===== config.mk =====
export PLATFORM = sky130hd
export DESIGN_NAME = ud_counter
export DESIGN_NICKNAME = d
export VERILOG_FILES = /design/src/rtl/udcounter_pkg.sv /design/src/rtl/udc_fall_detect.sv /design/src/rtl/ud_counter.sv
export SDC_FILE = /design/constraint.sdc
export NUM_CORES = 1
export LEC_CHECK = 0
export CAP_MARGIN = 15
export CORE_AREA = 2 2 39 41
export CTS_BUF_LIST = sky130_fd_sc_hd__clkbuf_16
export DETAILED_ROUTE_END_ITERATION = 8
export DIE_AREA = 0 0 41 43
export PLACE_DENSITY_LB_ADDON = 0.05
export SYNTH_ARGS = -nofsm -noshare
export SYNTH_HDL_FRONTEND = slang
export SYNTH_HIERARCHICAL = 1
export SYNTH_SLANG_ARGS = --single-unit

===== constraint.sdc =====
create_clock -name Clk -period 2.3 [get_ports Clk]
set_input_delay 0.46 -clock Clk [delete_from_list [all_inputs] [get_ports Clk]]
set_output_delay 0.46 -clock Clk [all_outputs]
set_load 0.1 [all_outputs]

===== src/rtl/udcounter_pkg.sv =====
// udcounter_pkg: shared defaults and the count type for the SBqM occupancy
// counter (ud_counter and its falling-edge detectors).
package udcounter_pkg;

  localparam int UDC_WIDTH    = 3;
  localparam int UDC_CAPACITY = 7;

  typedef logic [UDC_WIDTH-1:0] udc_count_t;

endpackage


===== src/rtl/udc_fall_detect.sv =====
// udc_fall_detect: turns an active-low sensor line into a one-cycle event
// pulse on each 1->0 transition. With UDCOUNTER_SYNC_EN defined, the line
// first passes through a 2-flop synchronizer (reset to 1), adding 2 cycles
// of latency; otherwise the line is assumed synchronous to Clk.
module udc_fall_detect
  import udcounter_pkg::*;
(
  input  logic Clk,
  input  logic Reset,
  input  logic i_line,
  output logic o_fall
);

  logic w_sample;
  logic r_prev;

`ifdef UDCOUNTER_SYNC_EN
  logic r_sync_p0;
  logic r_sync_p1;

  // Two-flop synchronizer; idles high so reset looks like "line released".
  always_ff @(posedge Clk) begin
    if (Reset) begin
      r_sync_p0 <= 1'b1;
      r_sync_p1 <= 1'b1;
    end else begin
      r_sync_p0 <= i_line;
      r_sync_p1 <= r_sync_p0;
    end
  end

  assign w_sample = r_sync_p1;
`else
  assign w_sample = i_line;
`endif

  // Previous sample; reset to 1 so a line already low at release counts once.
  always_ff @(posedge Clk) begin
    if (Reset) begin
      r_prev <= 1'b1;
    end else begin
      r_prev <= w_sample;
    end
  end

  // Event only on high-to-low; holding low or releasing produces nothing.
  assign o_fall = r_prev & ~w_sample;

endmodule


===== src/rtl/ud_counter.sv =====
// ud_counter: saturating up/down occupancy counter for the single-bank queue
// manager. Active-low Up/Down sensor lines are edge-detected into one-cycle
// events; the count saturates at 0 and CAPACITY, and simultaneous entry and
// exit cancel. Optional input synchronizers are enabled by the macro
// UDCOUNTER_SYNC_EN (+2 cycles of event latency); default build has none.
module ud_counter
  import udcounter_pkg::*;
#(
  parameter int WIDTH    = UDC_WIDTH,
  parameter int CAPACITY = UDC_CAPACITY
) (
  input  logic             Clk,
  input  logic             Reset,
  input  logic             Up,
  input  logic             Down,
  output logic [WIDTH-1:0] Count,
  output logic             FullFlag,
  output logic             EmptyFlag
);

  localparam logic [WIDTH-1:0] CAP = WIDTH'(CAPACITY);

  logic             w_inc;
  logic             w_dec;
  logic [WIDTH-1:0] r_count;

  // Next occupancy with saturation at both ends; opposing events cancel.
  function automatic logic [WIDTH-1:0] sat_step(
    input logic [WIDTH-1:0] cnt,
    input logic             inc,
    input logic             dec
  );
    logic [WIDTH-1:0] nxt;
    nxt = cnt;
    if (inc && !dec && (cnt < CAP)) begin
      nxt = cnt + 1'b1;
    end else if (dec && !inc && (cnt != '0)) begin
      nxt = cnt - 1'b1;
    end
    return nxt;
  endfunction

  udc_fall_detect u_up_detect (
    .Clk    (Clk),
    .Reset  (Reset),
    .i_line (Up),
    .o_fall (w_inc)
  );

  udc_fall_detect u_down_detect (
    .Clk    (Clk),
    .Reset  (Reset),
    .i_line (Down),
    .o_fall (w_dec)
  );

  // Occupancy register; reset wins over any event in the same cycle.
  always_ff @(posedge Clk) begin
    if (Reset) begin
      r_count <= '0;
    end else begin
      r_count <= sat_step(r_count, w_inc, w_dec);
    end
  end

  assign Count     = r_count;
  assign FullFlag  = (r_count == CAP);
  assign EmptyFlag = (r_count == '0);

endmodule


# After elaboration in Yosys (flattened, before gate mapping)
# Index checks and enable logic that the tools add are counted.
[totals] ff_bits=5 in_bits=4 output_inout_bits=5 elab_cells=22
[classes] addsub=2 n_lt_le_gt_ge=1 eq_ne=1 muxes=2 bitwise_logic=4 n_reduce_logical=9
[ops] operator="2-to-1 mux 3 bit" n=2
[ops] operator="logical AND 1 bit" n=4
[ops] operator="adder 3 x 1 -> 3 bit, second input constant" n=1
[ops] operator="equality test 3 bit, second input constant" n=1
[ops] operator="logical NOT 3 bit" n=1
[ops] operator="< comparator 3 bit, second input constant" n=1
[ops] operator="nonzero test 3 bit" n=1
[ops] operator="subtractor 3 x 1 -> 3 bit, second input constant" n=1
[ops] operator="AND 1 bit" n=2
[ops] operator="logical NOT 1 bit" n=2
[ops] operator="inverter 1 bit" n=2
[ops] operator="nonzero test 2 bit" n=1

# Depth between registers and ports, before layout
[depth] word_depth=7 depth_mapped=9 depth_no_buf=8

# By module
# Netlist, hierarchy kept.
[by_module_without_submodules] module="ud_counter" instances=1 cells_per_inst=35 area_per_inst_um2=274.0 seq_area_each_um2=60.1
[by_module_without_submodules] module="udc_fall_detect" instances=2 cells_per_inst=3 area_per_inst_um2=35.0 seq_area_each_um2=20.0

# Least setup slack after synthesis
# Ideal clock, no wire load.
[synth_path] path_type="register -> output" startpoint="register r_count[2] (netlist: Count[2])" endpoint="output port EmptyFlag" t_arrival_ps=3023 required_ps=1840 path_slack_ps=-1183 stages_incl_launch_ff=3 n_path_buf=1 path_cell_list="dfxtp_1 > clkbuf_1 > nor3_1"
[synth_between] elab_chain_len=1
[synth_lines] item="start: declaration" line="ud_counter.sv:25" text="logic [WIDTH-1:0] r_count;"
[synth_lines] item="start signal: assignment" line="ud_counter.sv:62" text="r_count <= sat_step(r_count, w_inc, w_dec);"
[synth_lines] item="logical NOT 3 bit" line="ud_counter.sv:68" text="assign EmptyFlag = (r_count == '0);"
[synth_lines] item="end: declaration" line="ud_counter.sv:18" text="output logic EmptyFlag"
# Every way passes these cells.

# Worst setup path in the final report
[layout_path] startpoint="input port Down" endpoint="register r_count[1] (netlist: Count[1])"
[layout_between] elab_chain_len=6 word_cells_on_any_way=9 cone_classes="1 x mux; 2 x bitwise; 6 x reduce/logical"
[layout_lines] item="start: declaration" line="ud_counter.sv:15" text="input logic Down,"
[layout_lines] item="inverter 1 bit *" line="udc_fall_detect.sv:47" text="assign o_fall = r_prev & ~w_sample;"
[layout_lines] item="AND 1 bit *" line="udc_fall_detect.sv:47"
[layout_lines] item="net w_dec" line="ud_counter.sv:24" text="logic w_dec;"
[layout_lines] item="logical NOT 1 bit" line="ud_counter.sv:35" text="if (inc && !dec && (cnt < CAP)) begin"
[layout_lines] item="logical AND 1 bit (2 in a row)" line="ud_counter.sv:35"
[layout_lines] item="2-to-1 mux 3 bit or nonzero test 2 bit (tied branches)"
# Mark *: on every way through the listed nets, which the timed path passes. The rest lies on a longest branch.
# A chain may end at the register's enable or synchronous reset.

==> flow_summary.yaml <==
run_status:
  run_status: "finished, final reports clean"
logic_synthesis:
  synth_cell_types: 24
  yosys_register_bits: 5
  yosysSeqAreaShare_pct: 29.09
  yosysWarnings: 6
  synth_cells: 41
  syn_nets: 46
  syn_area_sq_um: 344.1
  avgSynthCellArea_sq_um: 8.392
critical_path:
  critPathKind: "primary input to flip-flop"
  slowest_stage: "fa_2"
  cpMostUsedCell: "nor2_1"
  worst_ep_required_time_ns: 2.44
  startpoint_type: "primary input"
  cp_data_arrival_time_ns: 2.29
  path_cells: "clkdlybuf4s50_1 -> and2b_2 -> nor2b_4 -> nand2b_1 -> fa_2 -> nor2_1 -> a22oi_1 -> nor2_1 -> a211oi_1"
  endpoint_kind: "flip-flop"
  cp_max_fo: 2
  slowest_delay_ns: 0.54
timing:
  relSlewSlack_pct: 81.60
  fin_ws_ns: 0.1539
  drv_slew: 0
  setup_violations: 0
  finalCritPeriodShare_pct: 93.31
  rsz0062_at_grt: "no"
  finalCriticalPeriod_ns: 2.146
  hold-worst-slack_ns: 0.5131
  final_hold_viol_count: 0
  clock_skew_ns: 0.002854
  fmax_mhz: 466.0
  tightest_slew_ns: 0.2783
clock_network:
  clk_pin_slew_ns: 0.04
  cts_hold_buf: 0
  clkLatencyLatePin_ns: 0.23
  clockBufferDepth: 2
  postCtsSetupBuffers: 0
  cts_tree: "yes"
  cts.sink_count: 5
  cts-htree-levels: 1
  cts_buffers: 3
  root_buffer: "clkbuf_16"
die:
  num_io_pins: 9
  die_w_microns: 41
  dieArea_sq_um: 1763
  start_util_pct: 24.86
  die_height_microns: 43
  rows: 14
  core-area_sq_um: 1384
power_and_ir_drop:
  p_per_area_nw_per_um2: 1061
  p_leak_nw: 0.2255
  peakVddDrop_mv: 0.3603
layout:
  antenna_cells: 0
  multi_input_area_sq_um: 240.2
  seqCellArea_sq_um: 108.9
  fillers: 152
  layout-drive-gt1-share_pct: 44.44
  syn_to_final_growth_pct: 59.64
  final_nets: 60
  fin_cells: 70
detailed_routing:
  drt_wl_total_microns: 852
  ant_nets: 0
  via_count: 356
  remaining_drc_errors: 0
  dr.pass1.iters: 2
  drt-initial-drc-count: 1
  wl_per_cell_microns: 12.17
  viasPerCell: 5.086
global_routing:
  grt_max_degree: 13
  track_usage_pct: 12.16
  grt_pass1_wl_mm: 1.359
  grt_pass1_vias: 322
  antenna_found_initial: 0
  grt-ovfl-total: 0
run:
  maxCapViolCount: 0
place:
  io_buffers: 8
  pre_cts_ws_ns: -0.2417
  place.gp.congestion: 0.7300
  dp.cells: 66
hold_path:
  hold_class: "flip-flop to flip-flop"
[worst paths after layout]
check	startpoint	end	slack, ns	cells after the start
setup reg to reg	Count[0]	Count[1]	0.56	7
hold reg to reg	Count[2]	Count[2]	0.51	1
setup / recovery	Down	Count[1]	0.15	9
hold / removal	Count[2]	Count[2]	0.51	1
[flip-flops by register name, summed over array words and instances, names as in the netlist]
name                  count
Count                     3
u_down_detect/r_prev      1
u_up_detect/r_prev        1
[cells in the mapped netlist]
cell	number	area share (%)
nor2_1	6	6.5
dfxtp_1	5	29
a211oi_1	2	4.4
a22oi_1	2	4.4
and2b_2	2	5.1
nand2b_1	2	3.6
nor2b_1	2	3.6
nor3_1	2	2.9
o21ai_1	2	2.9
or2_1	2	3.6
a2111oi_2	1	4.4
a211o_1	1	2.5
a31oi_1	1	1.8
and3_1	1	1.8
buf_2	1	1.5
buf_6	1	3.3
clkbuf_1	1	1.1
fa_1	1	5.8
inv_1	1	1.1
nand2_1	1	1.1
nand2_2	1	1.8
o211ai_1	1	2.2
o22ai_1	1	1.8
o22ai_2	1	3.6
[layer usage]
metal | vias to the layer above | GRT usage [%] | part of all wire (%)
li1 | 172 | - | -
met1 | 171 | 12.90 | 39
met2 | 11 | 17.81 | 53
met3 | 2 | 4.712 | 4.6
met4 | 0 | 10.00 | 2.7
met5 | - | 0 | 0
[metrics by stage]
stage	power (mW)	setup TNS, ns	instance area (sq um)	utilization [%]
after floorplan	0.2538	-0.06204	362.8	-
after global placement	0.2911	-0.3199	460.4	33.27
after detailed placement	0.2956	-0.3756	460.4	33.27
after CTS	0.5874	0	541.8	39.15
after global routing	0.6133	0	549.3	39.69
final	0.5826	0	549.3	39.69
[power breakdown]
part / internal, mW / switching [mW]
Sequential: 0.0964 / 0.0195
Combinational: 0.0606 / 0.120
Clock: 0.225 / 0.0606
[kinds of logic (layout without fill, tap and decap cells)]
group                      count (synthesis)  count (layout)  synth area share (%)
and+or+nand+nor                           19              19                 30.18
AOI/OAI and AO/OA                         12              12                 28.00
DFF                                        5               5                 29.09
buffers and inverters                      4              17                 6.905
adders and majority gates                  1               1                 5.818
[cell usage in the layout (no fill, tap or decap), drive strengths merged]
master / synthesis / routed
buf: 2 / 9
nor2: 6 / 6
dfxtp: 5 / 5
clkbuf: 1 / 3
clkdlybuf4s50: 0 / 3
nand2b: 2 / 2
o21ai: 2 / 2
a22oi: 2 / 2
inv: 1 / 2
a211oi: 2 / 2
and2b: 2 / 2
or2: 2 / 2
nor2b: 2 / 2
nor3: 2 / 2
nand2: 2 / 2
o22ai: 2 / 2
and3: 1 / 1
a211o: 1 / 1
o211ai: 1 / 1
a31oi: 1 / 1
a2111oi: 1 / 1
fa: 1 / 1
[area by class of cell]
type | count | area share (%)
clock buffers | 3 | 13.67
repair buffers | 12 | 17.77
clock inverters | 1 | 0.6834
flip-flops and latches | 5 | 19.82
inverters | 1 | 0.6834
well taps | 16 | 3.645
multi-input cells | 32 | 43.74
[timing repair]
item	4_1_cts	5_1_grt
gates resized for setup	1	2
hold endpoints to repair	0	0
endpoints found under the setup margin	1	1
[critical path: cells and delay by family]
kind	cells	cell delay [ns]
simple gates	5	0.55
fa+ha+maj	1	0.54
buf+inv	1	0.46
compound gates	2	0.28
No activity file was read; power rests on OpenSTA's default activity.
